### src/rtl/cpu_types.sv
`default_nettype none
// ============================================================================
// Module      : cpu_types
// Description : Shared types for the RAM port arbiter (access size, FSM state).
// Revision    : 1.0 - initial release
// ============================================================================
package cpu_types;

    typedef enum logic [1:0] {
        BYTE = 2'd0,
        HALF = 2'd1,
        WORD = 2'd2
    } mem_size_t;

    typedef enum logic [0:0] {
        IDLE = 1'b0,
        RESP = 1'b1
    } arb_state_t;

    localparam int MEM_ADDR_LSB = 2;

endpackage
`default_nettype wire

### src/rtl/ram_port_arbiter_if.sv
`default_nettype none
// ============================================================================
// Module      : ram_port_arbiter_if
// Description : Fetch, load/store and RAM-side signals of the RAM port arbiter.
// Revision    : 1.0 - initial release
// ============================================================================
interface ram_port_arbiter_if;

    logic        if_req;
    logic [31:0] if_addr;
    logic        if_ready;
    logic [31:0] if_rdata;

    logic        d_req;
    logic        d_we;
    logic [31:0] d_addr;
    logic [31:0] d_wdata;
    logic [1:0]  d_size;
    logic        d_unsigned;
    logic        d_ready;
    logic [31:0] d_rdata;
    logic        d_misaligned;

    logic        mem_we;
    logic [31:0] mem_a;
    logic [31:0] mem_wd;
    logic [3:0]  mem_wbe;
    logic [31:0] mem_rd;

    // Arbiter side
    modport slave (
        input  if_req, if_addr, d_req, d_we, d_addr, d_wdata, d_size, d_unsigned, mem_rd,
        output if_ready, if_rdata, d_ready, d_rdata, d_misaligned,
        output mem_we, mem_a, mem_wd, mem_wbe
    );

    // Requester / RAM side
    modport master (
        output if_req, if_addr, d_req, d_we, d_addr, d_wdata, d_size, d_unsigned, mem_rd,
        input  if_ready, if_rdata, d_ready, d_rdata, d_misaligned,
        input  mem_we, mem_a, mem_wd, mem_wbe
    );

endinterface
`default_nettype wire

### src/rtl/mem_lane_align.sv
`default_nettype none
// ============================================================================
// Module      : mem_lane_align
// Description : Alignment check, store lane steering and load extension.
// Revision    : 1.0 - initial release
// ============================================================================
module mem_lane_align
    import cpu_types::*;
(
    input  logic [1:0]  i_offset,
    input  logic [1:0]  i_size,
    input  logic [31:0] i_wdata,
    input  logic [31:0] i_rdata,
    input  logic        i_unsigned,
    output logic        o_misaligned,
    output logic [3:0]  o_wbe,
    output logic [31:0] o_wd,
    output logic [31:0] o_ld
);

    logic [7:0]  w_byte;
    logic [15:0] w_half;

    always_comb begin
        w_byte       = 8'(i_rdata >> {i_offset, 3'b000});
        w_half       = i_offset[1] ? i_rdata[31:16] : i_rdata[15:0];
        o_misaligned = 1'b0;
        o_wbe        = 4'hF;
        o_wd         = i_wdata;
        o_ld         = i_rdata;
        // Size encoding 3 falls through to the word case
        case (i_size)
            BYTE: begin
                o_wbe = 4'b0001 << i_offset;
                o_wd  = {4{i_wdata[7:0]}};
                o_ld  = i_unsigned ? {24'h0, w_byte} : {{24{w_byte[7]}}, w_byte};
            end
            HALF: begin
                o_misaligned = i_offset[0];
                o_wbe        = 4'b0011 << i_offset;
                o_wd         = {2{i_wdata[15:0]}};
                o_ld         = i_unsigned ? {16'h0, w_half} : {{16{w_half[15]}}, w_half};
            end
            default: begin
                o_misaligned = |i_offset;
            end
        endcase
    end

endmodule
`default_nettype wire

### src/rtl/ram_port_arbiter.sv
`default_nettype none
// ============================================================================
// Module      : ram_port_arbiter
// Description : Round-robin sharing of one single-port RAM between fetch and
//               load/store requesters, two cycles per access.
// Revision    : 1.0 - initial release
// ============================================================================
module ram_port_arbiter
    import cpu_types::*;
(
    input  logic               clk,
    input  logic               rst_n,
    ram_port_arbiter_if.slave  bus
);

    arb_state_t  r_state;
    logic        r_last_d;
    logic        r_if_ready;
    logic        r_d_ready;
    logic        r_d_misaligned;
    logic [31:0] r_if_rdata;
    logic [31:0] r_d_rdata;

    logic        w_grant_d;
    logic        w_grant_f;
    logic        w_misaligned;
    logic [3:0]  w_wbe;
    logic [31:0] w_wd;
    logic [31:0] w_ld;
    logic        w_unused_if_lsbs;

    assign w_unused_if_lsbs = ^bus.if_addr[MEM_ADDR_LSB-1:0];

    mem_lane_align u_align (
        .i_offset     (bus.d_addr[1:0]),
        .i_size       (bus.d_size),
        .i_wdata      (bus.d_wdata),
        .i_rdata      (bus.mem_rd),
        .i_unsigned   (bus.d_unsigned),
        .o_misaligned (w_misaligned),
        .o_wbe        (w_wbe),
        .o_wd         (w_wd),
        .o_ld         (w_ld)
    );

    // Data loses a tie only when it also took the previous grant
    always_comb begin
        w_grant_d = (r_state == IDLE) && bus.d_req && !(bus.if_req && r_last_d);
        w_grant_f = (r_state == IDLE) && bus.if_req && !w_grant_d;
    end

    always_comb begin
        bus.mem_we  = 1'b0;
        bus.mem_a   = 32'h0;
        bus.mem_wd  = 32'h0;
        bus.mem_wbe = 4'h0;
        if (w_grant_f) begin
            bus.mem_a = {bus.if_addr[31:MEM_ADDR_LSB], {MEM_ADDR_LSB{1'b0}}};
        end else if (w_grant_d) begin
            bus.mem_a = {bus.d_addr[31:MEM_ADDR_LSB], {MEM_ADDR_LSB{1'b0}}};
            if (bus.d_we && !w_misaligned) begin
                bus.mem_we  = 1'b1;
                bus.mem_wbe = w_wbe;
                bus.mem_wd  = w_wd;
            end
        end
    end

    always_ff @(posedge clk) begin
        if (!rst_n) begin
            r_state        <= IDLE;
            r_last_d       <= 1'b0;
            r_if_ready     <= 1'b0;
            r_d_ready      <= 1'b0;
            r_d_misaligned <= 1'b0;
            r_if_rdata     <= 32'h0;
            r_d_rdata      <= 32'h0;
        end else begin
            case (r_state)
                IDLE: begin
                    if (w_grant_d || w_grant_f) begin
                        r_state    <= RESP;
                        r_last_d   <= w_grant_d;
                        r_if_ready <= w_grant_f;
                        r_d_ready  <= w_grant_d;
                        if (w_grant_f) begin
                            r_if_rdata <= bus.mem_rd;
                        end
                        if (w_grant_d) begin
                            r_d_misaligned <= w_misaligned;
                            r_d_rdata      <= (bus.d_we || w_misaligned) ? 32'h0 : w_ld;
                        end
                    end
                end
                RESP: begin
                    r_state        <= IDLE;
                    r_if_ready     <= 1'b0;
                    r_d_ready      <= 1'b0;
                    r_d_misaligned <= 1'b0;
                end
                default: begin
                    r_state <= IDLE;
                end
            endcase
        end
    end

    assign bus.if_ready     = r_if_ready;
    assign bus.if_rdata     = r_if_rdata;
    assign bus.d_ready      = r_d_ready;
    assign bus.d_rdata      = r_d_rdata;
    assign bus.d_misaligned = r_d_misaligned;

endmodule
`default_nettype wire

### src/flat_wrapper.sv
// flat-port wrapper written by rule: the top's interface ports become plain ports
module ram_port_arbiter_flat import cpu_types::*;
  (clk, rst_n, bus_if_req, bus_if_addr, bus_d_req, bus_d_we, bus_d_addr, bus_d_wdata, bus_d_size, bus_d_unsigned, bus_mem_rd, bus_if_ready, bus_if_rdata, bus_d_ready, bus_d_rdata, bus_d_misaligned, bus_mem_we, bus_mem_a, bus_mem_wd, bus_mem_wbe);
  ram_port_arbiter_if bus_i ();
  input  logic clk;
  input  logic rst_n;
  input wire logic [$bits(bus_i.if_req)-1:0] bus_if_req;
  input wire logic [$bits(bus_i.if_addr)-1:0] bus_if_addr;
  input wire logic [$bits(bus_i.d_req)-1:0] bus_d_req;
  input wire logic [$bits(bus_i.d_we)-1:0] bus_d_we;
  input wire logic [$bits(bus_i.d_addr)-1:0] bus_d_addr;
  input wire logic [$bits(bus_i.d_wdata)-1:0] bus_d_wdata;
  input wire logic [$bits(bus_i.d_size)-1:0] bus_d_size;
  input wire logic [$bits(bus_i.d_unsigned)-1:0] bus_d_unsigned;
  input wire logic [$bits(bus_i.mem_rd)-1:0] bus_mem_rd;
  output wire logic [$bits(bus_i.if_ready)-1:0] bus_if_ready;
  output wire logic [$bits(bus_i.if_rdata)-1:0] bus_if_rdata;
  output wire logic [$bits(bus_i.d_ready)-1:0] bus_d_ready;
  output wire logic [$bits(bus_i.d_rdata)-1:0] bus_d_rdata;
  output wire logic [$bits(bus_i.d_misaligned)-1:0] bus_d_misaligned;
  output wire logic [$bits(bus_i.mem_we)-1:0] bus_mem_we;
  output wire logic [$bits(bus_i.mem_a)-1:0] bus_mem_a;
  output wire logic [$bits(bus_i.mem_wd)-1:0] bus_mem_wd;
  output wire logic [$bits(bus_i.mem_wbe)-1:0] bus_mem_wbe;
  assign bus_i.if_req = bus_if_req;
  assign bus_i.if_addr = bus_if_addr;
  assign bus_i.d_req = bus_d_req;
  assign bus_i.d_we = bus_d_we;
  assign bus_i.d_addr = bus_d_addr;
  assign bus_i.d_wdata = bus_d_wdata;
  assign bus_i.d_size = bus_d_size;
  assign bus_i.d_unsigned = bus_d_unsigned;
  assign bus_i.mem_rd = bus_mem_rd;
  assign bus_if_ready = bus_i.if_ready;
  assign bus_if_rdata = bus_i.if_rdata;
  assign bus_d_ready = bus_i.d_ready;
  assign bus_d_rdata = bus_i.d_rdata;
  assign bus_d_misaligned = bus_i.d_misaligned;
  assign bus_mem_we = bus_i.mem_we;
  assign bus_mem_a = bus_i.mem_a;
  assign bus_mem_wd = bus_i.mem_wd;
  assign bus_mem_wbe = bus_i.mem_wbe;
  ram_port_arbiter u_core (.clk(clk), .rst_n(rst_n), .bus(bus_i));
endmodule
### config.mk
export PLATFORM = sky130hd
export DESIGN_NAME = ram_port_arbiter_flat
export DESIGN_NICKNAME = d
export VERILOG_FILES = /design/src/rtl/cpu_types.sv /design/src/rtl/ram_port_arbiter_if.sv /design/src/rtl/mem_lane_align.sv /design/src/rtl/ram_port_arbiter.sv /design/src/flat_wrapper.sv
export SDC_FILE = /design/constraint.sdc
export NUM_CORES = 1
export LEC_CHECK = 0
export BUFFER_PORTS_ARGS = -buffer_cell sky130_fd_sc_hd__buf_4
export CAP_MARGIN = 20
export CELL_PAD_IN_SITES_DETAIL_PLACEMENT = 2
export CELL_PAD_IN_SITES_GLOBAL_PLACEMENT = 2
export CORE_MARGIN = 5
export CORE_UTILIZATION = 23
export DETAILED_ROUTE_END_ITERATION = 6
export PLACE_DENSITY_LB_ADDON = 0.15
export SLEW_MARGIN = 20
export SYNTH_ARGS = -nofsm -noshare
export SYNTH_HDL_FRONTEND = slang
export SYNTH_SLANG_ARGS = --single-unit
export TNS_END_PERCENT = 5
### constraint.sdc
create_clock -name clk -period 4.5 [get_ports clk]
set_clock_uncertainty 0.15 [all_clocks]
set_input_delay 0.9 -clock clk [delete_from_list [all_inputs] [get_ports clk]]
set_output_delay 0.9 -clock clk [all_outputs]
set_load 0.02 [all_outputs]
== Word level (Yosys, flattened, before mapping) ==
Index checks and enable logic that the tools add are counted.
Operators by class
  add/subtract/negate cells: 0
  multipliers: 0
  divide/modulo/power cells: 0
  $lt $le $gt $ge: 0
  equality and inequality tests: 3
  shift-type cells: 3
  muxes and demuxes: 28
  bitwise operators: 1
  reduce and logical (&&, ||, !) cells: 17
Operator list (count)
  two-way mux 32 bit: 8
  one-hot mux 32 bit (2 select lines): 2
  right shift 32 x 5 -> 8 bit: 1
  two-way mux 16 bit: 1
  two-way mux 4 bit: 3
  one-hot mux 1 bit (2 select lines): 5
  two-way mux 1 bit: 8
  one-hot mux 4 bit (2 select lines): 1
  logical AND 1 bit: 6
  AND reduction 3 bit: 2
  AND reduction 2 bit: 2
  << shifter 1 x 2 -> 4 bit, first input constant: 1
  << shifter 2 x 2 -> 4 bit, first input constant: 1
  zero test 1 bit: 3
  equality test 2 x 1 -> 1 bit, second input constant: 1
  zero test 2 bit: 1
  logical OR 1 bit: 2
  != test 2 x 1 -> 1 bit, second input constant: 1
  != test 2 bit, second input constant: 1
  OR reduction 2 bit: 1
  inverter 1 bit: 1
Storage, ports and cells
  register bits: 69
  bits in latches: 0
  bits in writable memories: 0
  ROM bits: 0
  input bits: 136
  word-level logic and storage cells: 59
  memories kept: 0

== Depth between registers and ports, before layout ==
  depth in word-level cells: 8
  mapped depth: 8

== Hierarchy ==
Synthesis repeated with hierarchy kept, for this count alone.
Unflattened totals
  cells, all modules: 575
  area total of the unflattened synthesis: 4489.3 µm²
Modules (own cells, without submodules)
  ram_port_arbiter: instances 1, cells an instance 388, area each 3278.1 µm², sequential area each 1381.3 µm²
  mem_lane_align: instances 1, cells an instance 187, area each 1211.2 µm², sequential area each 0.0 µm²

== Worst setup path after synthesis ==
OpenSTA, ideal clock, no wires.
  path kind: input port to output port
  start: input port bus_d_size[0]
  end: output port bus_mem_wbe[1]
  arrival time: 2.478 ns
  data required time: 3.450 ns
  slack: 0.972 ns
  stages: 6
  cell sequence: nor2_1 -> or2_2 -> clkbuf_1 -> nand3_1 -> clkbuf_1 -> a21oi_1
Between the ends
  word-level cells in the longest chain between the ends: 7
RTL lines
  from (decl): RTL line flat_wrapper.sv:13  | input wire logic [$bits(bus_i.d_size)-1:0] bus_d_size;
  equality test 2 x 1 -> 1 bit or zero test 2 bit (tied branches): RTL line mem_lane_align.sv:32  | case (i_size)
  one-hot mux 1 bit (2 select lines): RTL line mem_lane_align.sv:32
  zero test 1 bit: RTL line ram_port_arbiter.sv:61  | if (bus.d_we && !w_misaligned) begin
  logical AND 1 bit: RTL line ram_port_arbiter.sv:61
  two-way mux 4 bit (*): RTL line ram_port_arbiter.sv:61
  two-way mux 4 bit (*): RTL line ram_port_arbiter.sv:59  | end else if (w_grant_d) begin
  two-way mux 4 bit (*): RTL line ram_port_arbiter.sv:57  | if (w_grant_f) begin
  to (decl): RTL line flat_wrapper.sv:24  | output wire logic [$bits(bus_i.mem_wbe)-1:0] bus_mem_wbe;
Mark *: on every way between the ends. The rest lies on a longest branch, timed or not.

== Worst setup path in the final report ==
  start: input port bus_d_addr[1]
  end: output port bus_mem_wd[3]
Between the ends
  word-level cells in the longest chain between the ends: 7
RTL lines
  from (decl): RTL line flat_wrapper.sv:11  | input wire logic [$bits(bus_i.d_addr)-1:0] bus_d_addr;
  OR reduction 2 bit: RTL line mem_lane_align.sv:45  | o_misaligned = |i_offset;
  one-hot mux 1 bit (2 select lines): RTL line mem_lane_align.sv:32
  zero test 1 bit: RTL line ram_port_arbiter.sv:61
  logical AND 1 bit: RTL line ram_port_arbiter.sv:61
  two-way mux 32 bit: RTL line ram_port_arbiter.sv:61
  two-way mux 32 bit: RTL line ram_port_arbiter.sv:59
  two-way mux 32 bit: RTL line ram_port_arbiter.sv:57
  to (decl): RTL line flat_wrapper.sv:23  | output wire logic [$bits(bus_i.mem_wd)-1:0] bus_mem_wd;
No other way between the ends.

==> results.txt <==
Hold Crit Class: flop to flop
CTS tree: built
CTS H-tree lvls: 3
Syn Inst Count: 440
final setup vio count: 0
FF-to-FF Start: u_core.r_last_d
cell depth of the worst setup path: 8
nets@finish: 830
Mapped Area: 0.003771 mm^2
sum of buffers and inverters on the critical path: 4
CP startpoint: bus_d_addr[1]
warnings from Yosys: 0
Vias/cell: 4.795
post-route cell area: 0.006307 mm^2
Peak Freq: 0.2750 GHz
Post-Place Cells: 899
die height: 138.0 um
Max Fanout on Critical Path: 33
Avg Cell Area, Syn: 8.571 um^2
Cell Chain, Critical Path: buf_4 -> a21oi_1 -> or2_2 -> nand3_1 -> buf_4 -> inv_1 -> and2_1 -> buf_4
Critical R2R Capture: u_core.bus.d_rdata[17]
Finished Layout Cells: 916
core area: 0.01600 mm^2
final hold violation count: 0
DRC Markers: 0
outcome: finished, final reports clean
CP most frequent cell: buf_4
R2R Setup Slk: 2.10 ns
sequential-to-total area share from yosys stat: 36.63%
Tcrit/Tclk final: 80.81%
CTS clk-pin slew, worst paths: 0.06 ns
Initial DRC Count: 130
Synth cell types: 38
Post-synth ARST share: 0%
post-CTS sizing: 0
per-cell routed wire length: 20.28 um
slowest cell on the critical path: or2_2
NetSw: 561.8 uW
Max stage delay on crit path: 0.38 ns
hpwl dp: 14900 um
worst-margin pin slew: 0.8597 ns
Sequential Power Share: 33.7%
VDD IR max: 0.1693 mV
via count: 4392
TritonCTS buffer count: 9
Clk network pwr share: 40.0%
row count: 46
Final Wtd Congestion: 0.7592
first-pass GRT wire length: 28950 um
max_slew headroom: 42.56%
CP Capture Type: primary output
CP endpoint: bus_mem_wd[3]
Worst Min Path Start: u_core.bus.d_rdata[12]
crit path DAT: 2.59 ns
Critical Path RT: 3.45 ns
Reg2Reg Depth: 4
IO Count: 272
largest net degree at the start of global routing: 34
synthesis-stage register bit count: 69
number of global-route vias before repair: 4854
DRT Wirelength: 18580 um
number of synthesized flops with an enable pin: 0
area delta synth->final: 67.25%
Sw Share: 28.93%
Synth Flop Type: dfxtp_1
crit path time final: 3.636 ns
internal power: 1380 uW
dpl cell area: 0.005979 mm^2
static leakage: 0.003076 uW
Routed Antenna Nets: 0
GRT Total Usage: 18.91%
clock sinks: 69
Final Slew Violations: 0
number of I/O port buffers: 267
share of post-route cells with drive strength above 1: 44.92%
root buf cell: clkbuf_16
die width: 138.0 um
MaxCap Viol Count: 0
Hold-fix buffers, CTS: 0
total power draw: 1942 uW
Skew-Pair Late Insertion Delay: 0.34 ns
DIE AREA: 0.01906 mm^2
CTS Buffer Depth: 2
initial core utilization: 23.57%
drt first pass iters: 6
crit-path leading delay family: buffers and inverters
Startpoint Class: input port
RSZ-0062 raised after global routing: no
final setup TNS: 0 ns
# Post-CTS Setup Buffers: 0
Cell Pwr Density: 307.9 mW/mm^2
grt total ovfl: 0
CP Class: input port to primary output
Comb pwr share: 26.3%
antenna violations before repair: 1
==> worst register-to-register path, cell delays in order, from the launching register on <==
cell and delay, ns:
dfxtp_1 0.35, a21bo_2 0.27, nor3_1 0.65, and3_1 0.68
a22o_2 0.25
==> state kept, by name, summed over array words and instances, names as in the netlist <==
signal and count:
u_core.r_state 1, u_core.bus.if_rdata 32, u_core.r_last_d 1, u_core.bus.d_ready 1, u_core.bus.if_ready 1, u_core.bus.d_rdata 32
u_core.bus.d_misaligned 1
==> power groups by stage <==
stage	clock, uW	sequential, uW	combinational (uW)
after floorplan	0	697	225
after global placement	0	667	500
after detailed placement	0	669	517
after CTS	797	656	519
after global routing	823	659	550
final	776	655	511
==> routing by layer <==
layer	global-route usage, %	wire (um)
met5	0	0
met4	6.292	478
met3	5.552	1055
met2	33.43	9520
met1	21.87	7523
==> cell families (layout without fill, tap and decap cells) <==
| logic type | Yosys count | count (layout) | synth area share [%] |
|---|---|---|---|
| buffers and inverters | 46 | 304 | 5.507 |
| other | 1 | 3 | 0.09944 |
| xor gates and xnor gates | 1 | 1 | 0.2323 |
| AOI/OAI and AO/OA | 116 | 116 | 23.59 |
| DFF | 69 | 69 | 36.63 |
| and+or+nand+nor | 148 | 148 | 17.68 |
| muxes | 59 | 59 | 16.26 |
==> area by class of cell <==
class                   count  area, um^2
diodes                      1       2.502
clock buffers              11       242.7
clock inverters             5       82.58
fillers                  1854        9693
inverters                  11       41.29
multi-input cells         326        2200
flip-flops and latches     69        1381
well taps                 216       270.3
repair buffers            277        2087
==> worst min path at each step <==
stage,endpoint,slack (ns),cells after the start
floorplan,u_core.bus.if_ready,0.37,2
global placement,u_core.bus.d_rdata[13],0.30,2
detailed placement,u_core.bus.d_rdata[15],0.31,2
CTS,u_core.bus.d_rdata[12],0.33,2
global route,u_core.bus.d_rdata[24],0.35,1
finish,u_core.bus.d_rdata[12],0.32,2
==> cells in the final DEF (no fill, tap or decap), types with 3 or more instances in the layout <==
master,n
a21oi_1,22
a22o_1,41
a22o_2,6
a22oi_1,15
and2_1,8
buf_4,276
clkbuf_16,9
dfxtp_1,69
inv_1,11
mux2_2,8
mux2i_1,50
nand2_1,31
nand2b_1,20
nand3_1,3
nand4_1,3
nor2_1,69
nor2b_1,3
nor3_1,3
o211a_1,6
o21ai_0,9
o221ai_1,7
or2_2,3
==> synth_stat cells (4+ instances only) <==
cell type	n	area share, %
and2_1	8	1.3
a22o_1	41	9.5
nand2b_1	20	3.3
o221ai_1	7	1.6
inv_1	11	1.1
o21ai_0	9	1.2
mux2_2	8	2.4
a22oi_1	15	3.0
buf_2	4	0.53
dfxtp_1	69	37
a22o_2	6	1.6
nor2_1	70	7.0
a21oi_1	23	3.1
clkbuf_1	25	2.5
nand2_1	31	3.1
mux2i_1	50	13
o211a_1	6	1.6
==> through the flow <==
stage	util [%]	hold slack, ns	setup slack [ns]
floorplan	-	0.3720	0.9723
global placement	37.28	0.2982	0.8983
detailed placement	37.37	0.3134	0.8337
CTS	39.40	0.3282	0.8202
global route	39.42	0.3527	0.7004
finish	39.42	0.3194	0.8635
No activity file was read; power rests on OpenSTA's default activity.
